`src/rtl/riscv_pkg.sv`:
```
// rtl/riscv_pkg.sv - shared RISC-V decode types and S-type funct3 constants
package riscv_pkg;

    // Store decode key {idata[30], idata[25], funct3}.
    typedef enum logic [4:0] {
        SB = 5'b00000,
        SH = 5'b00001,
        SW = 5'b00010
    } s_func;

    localparam logic [2:0] F3_SB = 3'b000;
    localparam logic [2:0] F3_SH = 3'b001;
    localparam logic [2:0] F3_SW = 3'b010;

endpackage

```
`src/rtl/instr_io.sv`:
```
// rtl/instr_io.sv - instruction-path interface carrying the S-type store signals
interface Instr_IO #(
    parameter int XLEN = 32
) ();
    logic            clk;
    logic            reset;
    logic [XLEN-1:0] idata;
    logic [XLEN-1:0] iaddr;
    logic [XLEN-1:0] daddr;
    logic [XLEN-1:0] rv2;
    logic [3:0]      we_S;
    logic [XLEN-1:0] wdata_S;
    logic            misalign_S;
    logic            fault_S;
    logic [XLEN-1:0] store_cnt;

    modport S_type_io_ports (
        input  clk,
        input  reset,
        input  idata,
        input  iaddr,
        input  daddr,
        input  rv2,
        output we_S,
        output wdata_S,
        output misalign_S,
        output fault_S,
        output store_cnt
    );
endinterface

```
`src/rtl/s_lane_align.sv`:
```
// rtl/s_lane_align.sv - combinational byte-lane enables, data replication and misalign detect
module s_lane_align
    import riscv_pkg::*;
#(
    parameter int XLEN = 32
) (
    input  s_func           func_i,
    input  logic [1:0]      addr_i,
    input  logic [XLEN-1:0] rv2_i,
    output logic [3:0]      we_o,
    output logic [XLEN-1:0] wdata_o,
    output logic            misalign_o
);

    // Misalignment only flags; enables are still produced so the core decides what to do.
    always_comb begin
        we_o       = 4'b0000;
        wdata_o    = '0;
        misalign_o = 1'b0;
        case (func_i)
            SB: begin
                we_o    = 4'b0001 << addr_i;
                wdata_o = {4{rv2_i[7:0]}};
            end
            SH: begin
                we_o       = addr_i[1] ? 4'b1100 : 4'b0011;
                wdata_o    = {2{rv2_i[15:0]}};
                misalign_o = addr_i[0];
            end
            SW: begin
                we_o       = 4'b1111;
                wdata_o    = rv2_i;
                misalign_o = |addr_i;
            end
            default: begin
                we_o       = 4'b0000;
                wdata_o    = '0;
                misalign_o = 1'b0;
            end
        endcase
    end

endmodule

```
`src/rtl/s_type.sv`:
```
// rtl/s_type.sv - S-type store unit: lane alignment plus sticky fault flag and store counter
module s_type
    import riscv_pkg::*;
#(
    parameter int XLEN = 32
) (
    Instr_IO.S_type_io_ports io
);

    s_func           func_w;
    logic [3:0]      we_w;
    logic [XLEN-1:0] wdata_w;
    logic            misalign_w;

    logic            fault_q, fault_d;
    logic [XLEN-1:0] cnt_q, cnt_d;

    // Opcode is not checked; the top-level decoder only uses these outputs on S-type cycles.
    assign func_w = s_func'({io.idata[30], io.idata[25], io.idata[14:12]});

    logic unused_bits;
    assign unused_bits = ^{io.iaddr, io.idata[31], io.idata[29:26], io.idata[24:15],
                           io.idata[11:0], io.daddr[XLEN-1:2]};

    s_lane_align #(
        .XLEN(XLEN)
    ) u_lane_align (
        .func_i    (func_w),
        .addr_i    (io.daddr[1:0]),
        .rv2_i     (io.rv2),
        .we_o      (we_w),
        .wdata_o   (wdata_w),
        .misalign_o(misalign_w)
    );

    always_comb begin
        fault_d = fault_q | misalign_w;
        cnt_d   = cnt_q;
        if (we_w != 4'b0000) begin
            cnt_d = cnt_q + 1'b1;
        end
    end

    always_ff @(posedge io.clk or posedge io.reset) begin
        if (io.reset) begin
            fault_q <= 1'b0;
            cnt_q   <= '0;
        end else begin
            fault_q <= fault_d;
            cnt_q   <= cnt_d;
        end
    end

    assign io.we_S       = we_w;
    assign io.wdata_S    = wdata_w;
    assign io.misalign_S = misalign_w;
    assign io.fault_S    = fault_q;
    assign io.store_cnt  = cnt_q;

endmodule

```
`src/flat_wrapper.sv`:
```
// flat-port wrapper written by rule: the top's interface ports become plain ports
module s_type_flat import riscv_pkg::*;
#(
    parameter int XLEN = 32
)
  (io_clk, io_reset, io_idata, io_iaddr, io_daddr, io_rv2, io_we_S, io_wdata_S, io_misalign_S, io_fault_S, io_store_cnt);
  Instr_IO #(.XLEN(XLEN)) io_i ();
  input wire logic [$bits(io_i.clk)-1:0] io_clk;
  input wire logic [$bits(io_i.reset)-1:0] io_reset;
  input wire logic [$bits(io_i.idata)-1:0] io_idata;
  input wire logic [$bits(io_i.iaddr)-1:0] io_iaddr;
  input wire logic [$bits(io_i.daddr)-1:0] io_daddr;
  input wire logic [$bits(io_i.rv2)-1:0] io_rv2;
  output wire logic [$bits(io_i.we_S)-1:0] io_we_S;
  output wire logic [$bits(io_i.wdata_S)-1:0] io_wdata_S;
  output wire logic [$bits(io_i.misalign_S)-1:0] io_misalign_S;
  output wire logic [$bits(io_i.fault_S)-1:0] io_fault_S;
  output wire logic [$bits(io_i.store_cnt)-1:0] io_store_cnt;
  assign io_i.clk = io_clk;
  assign io_i.reset = io_reset;
  assign io_i.idata = io_idata;
  assign io_i.iaddr = io_iaddr;
  assign io_i.daddr = io_daddr;
  assign io_i.rv2 = io_rv2;
  assign io_we_S = io_i.we_S;
  assign io_wdata_S = io_i.wdata_S;
  assign io_misalign_S = io_i.misalign_S;
  assign io_fault_S = io_i.fault_S;
  assign io_store_cnt = io_i.store_cnt;
  s_type #(.XLEN(XLEN)) u_core (.io(io_i));
endmodule
```
`config.mk`:
```
export PLATFORM = sky130hd
export DESIGN_NAME = s_type_flat
export DESIGN_NICKNAME = d
export VERILOG_FILES = /design/src/rtl/riscv_pkg.sv /design/src/rtl/instr_io.sv /design/src/rtl/s_lane_align.sv /design/src/rtl/s_type.sv /design/src/flat_wrapper.sv
export SDC_FILE = /design/constraint.sdc
export NUM_CORES = 1
export LEC_CHECK = 0
export ABC_AREA = 1
export CORE_UTILIZATION = 33
export DETAILED_ROUTE_END_ITERATION = 6
export GPL_ROUTABILITY_DRIVEN = 0
export GPL_TIMING_DRIVEN = 1
export HOLD_SLACK_MARGIN = 0.12
export PLACE_DENSITY = 0.78
export SLEW_MARGIN = 25
export SYNTH_ARGS = -nofsm -noshare
export SYNTH_HDL_FRONTEND = slang
export SYNTH_SLANG_ARGS = --single-unit
```
`constraint.sdc`:
```
create_clock -name io_clk -period 1.6 [get_ports io_clk]
set_clock_uncertainty 0.05 [all_clocks]
set_input_delay 0.24 -clock io_clk [delete_from_list [all_inputs] [get_ports io_clk]]
set_output_delay 0.24 -clock io_clk [all_outputs]
set_load 0.02 [all_outputs]
```
==> impl_results.md <==
* Result of the run: finished with violations
* Violated checks: setup timing
* Fill cells at 643
* Worst-Margin Slew at 0.414 ns
* Headroom to the max-slew limit at 72.4%
* Commonest cells after routing, fill and taps aside: nand2_1, nor2_1, inv_1, clkdlybuf4s50_1, dlygate4sd2_1
* Global route total overflow at 0
* Commonest non-fill, non-tap cell in the layout: nand2_1
* Share of cells above drive strength 1 at 27.5%
* First DRT Iteration DRCs at 89
* CP Data Required Time at 1.31 ns
* Remaining DRCs at 0
* CORE AREA at 6940 um2
* Area of the multi-input gates at 1580 um2
* Hold-fix buffers at CTS at 0
* Initial Util at 35.0%
* Initial DRT Pass Iterations at 4
* DR vias at 2,929
* Post-DR wirelength/cell at 15.0 um
* Clk buf depth at 2
* Crit path DAT at 1.35 ns
* Setup tns final at -0.107 ns
* Min Tclk post-route at 1.64 ns
* Setup slack after layout at -0.0445 ns
* Initial antenna violation count at 0
* CP startpoint: io_idata[14]
* CP max stage delay at 0.32 ns
* RSZ-0062 raised after global routing: yes
* Die Ht at 87.8 um
* Die W at 87.8 um
* Synth area leaders: dfrtp_1, nand2_1, nor2_1, inv_1, nand3_1
* Critical Path End Type: primary output
* # setup viols final at 3
* GRT Total Usage at 23.8%
* Pin count of the biggest net entering global routing at 37
* Period Utilization, post-route at 103%
* FMAX at 608 MHz
* FF/Latch Area at 835 um2
* Num ports at 200
* Post-DP HPWL at 6.73 mm
* R2R depth at 8
* Final Net Count at 631
* Cell taking the most area after synthesis: dfrtp_1
* Remaining antenna violation count at 0
* Antenna diode count at 0
* Clock transition at path regs at 0.07 ns
* Number of CTS-inserted buffers at 5
* Worst r2r src: u_core.io.store_cnt[1]
* Yosys cell types at 29
* Seq cells post-synth at 33
* Startpoint Class: primary input
* DRT Wirelength at 8.97 mm
* Post-Syn Area at 2430 um2
* CP max-delay cell: o211ai_1
* Critical path endpoint: io_wdata_S[30]
* Max-cap violations at 0
* Seq/Total Area, Yosys at 34.0%
* Ys Warns at 0
* CTS root buf: clkbuf_8
* Worst skew pair latency at 0.30 ns
* RR Endpoint: u_core.io.store_cnt[21]
* Max Slew Vio Count at 0
* Hold violation count in the final report at 0
* Depth of the CTS H-tree at 2
* Pleak at 1.96 nW
* Area Overhead vs Synth at 65.9%
* Standard-cell row count at 30
* CP Max Fanout at 6
* Vias in the first global route at 2,755
* Vias per inst at 4.91
* First-pass GRT wire length at 13.9 mm
* Final hold slack at 0.292 ns
* Reg-to-reg setup timing slack at 0.12 ns
* Post-Syn Nets at 494
* I/O Buffers at 110
* Tightest Hold Check Type: primary input to async pin
* P per Cell Area at 581 nW/um2
* Clk sink count at 33
* Syn Inst Count at 363
* Critical path class: primary input to primary output
* CTS tree: done
* Max rail drop VDD at 397 uV
* Die area at 7710 um2
* Syn Area/Cell at 6.70 um2
* Synth top area share at 34.0%
* Worst-path cell chain: buf_6 > nor2_4 > nand2_4 > inv_2 > nand2_4 > buf_6 > o211ai_1 > buf_4
## Yosys cell counts
cell type	count
nand2_1	131
nor2_1	50
inv_1	40
dfrtp_1	33
nand3_1	18
o21ai_0	13
nand4_1	12
xnor2_1	10
xor2_1	8
a21oi_1	6
nand2_2	6
o211ai_1	5
nor2_4	4
inv_2	3
nand3b_1	3
nor2_2	3
buf_2	2
buf_4	2
buf_6	2
nand3_4	2
nor3_2	2
a21oi_2	1
clkinv_1	1
ha_1	1
inv_4	1
nand2_8	1
nor2_8	1
nor3_1	1
or2_1	1
## registers in the layout (all words and copies together) (netlist names)
register and count:
u_core.io.fault_S 1, u_core.io.store_cnt 32
## routing by layer
metal | up-vias | routed length [um] | global-route usage (%)
li1 | 1418 | - | -
met1 | 1360 | 3390 | 26.7
met2 | 124 | 4470 | 40.6
met3 | 27 | 719 | 6.22
met4 | 0 | 388 | 14.0
met5 | - | 0 | 0
## cell type report
cell class,instances,share of cell area (%)
clock buffer,7,2.39
clock inverter,1,0.124
inverter,45,4.69
multi-input combinational,279,39.1
sequential,33,20.7
tap,96,2.98
timing repair buffer,135,29.8
timing repair inverter,1,0.155
## how the worst min path moves through the flow
| stage | startpoint | to | slack, ns |
|---|---|---|---|
| after floorplan | io_reset | u_core.io.fault_S | 0.32 |
| after CTS | io_reset | u_core.io.store_cnt[20] | 0.31 |
| after detailed placement | u_core.io.fault_S | u_core.io.fault_S | 0.40 |
| after global placement | u_core.io.fault_S | u_core.io.fault_S | 0.40 |
| final | io_reset | u_core.io.fault_S | 0.29 |
| after global routing | io_reset | u_core.io.fault_S | 0.35 |
## critical path: cells and delay by family
family / cells / cell delay [ns]
AO/OA/AOI/OAI: 1 / 0.32
AND/OR/NAND/NOR: 3 / 0.29
buffers and inverters: 4 / 0.50
## timing repair
action                                 4_1_cts  5_1_grt
setup buffers                                4        2
gates cloned                                 1        0
setup endpoints to repair                   93       42
pin swaps                                   12        7
endpoints found under the hold margin        0        0
resized for setup                          266       65
## report_power, final
group | internal [mW] | switching [mW] | total, mW | leakage [nW]
Sequential | 0.889 | 0.0674 | 0.956 | 0.438
Combinational | 0.316 | 0.366 | 0.682 | 1.47
Clock | 0.389 | 0.315 | 0.704 | 0.0542
## per-stage QoR
step                util, %  setup WS [ns]  power [mW]  cell area [um2]  instances
floorplan                 -         0.0182        1.21             2430        363
global placement       54.0          -1.00        1.58             3750        582
detailed placement     54.0         -0.992        1.60             3750        582
CTS                    55.7        -0.0120        2.28             3870        595
global route           58.1        -0.0835        2.45             4030        597
finish                 58.1        -0.0445        2.34             4030        597
## logic make-up (layout without fill, tap and decap cells)
group | Yosys count | in the layout | synth area share, %
flops | 33 | 33 | 34.0
simple gates | 235 | 235 | 44.2
fa+ha+maj | 1 | 1 | 0.515
xor+xnor | 18 | 18 | 6.48
compound gates | 25 | 25 | 5.82
buf+inv | 51 | 189 | 9.01
Note: power is estimated with default switching activity, not from simulation.
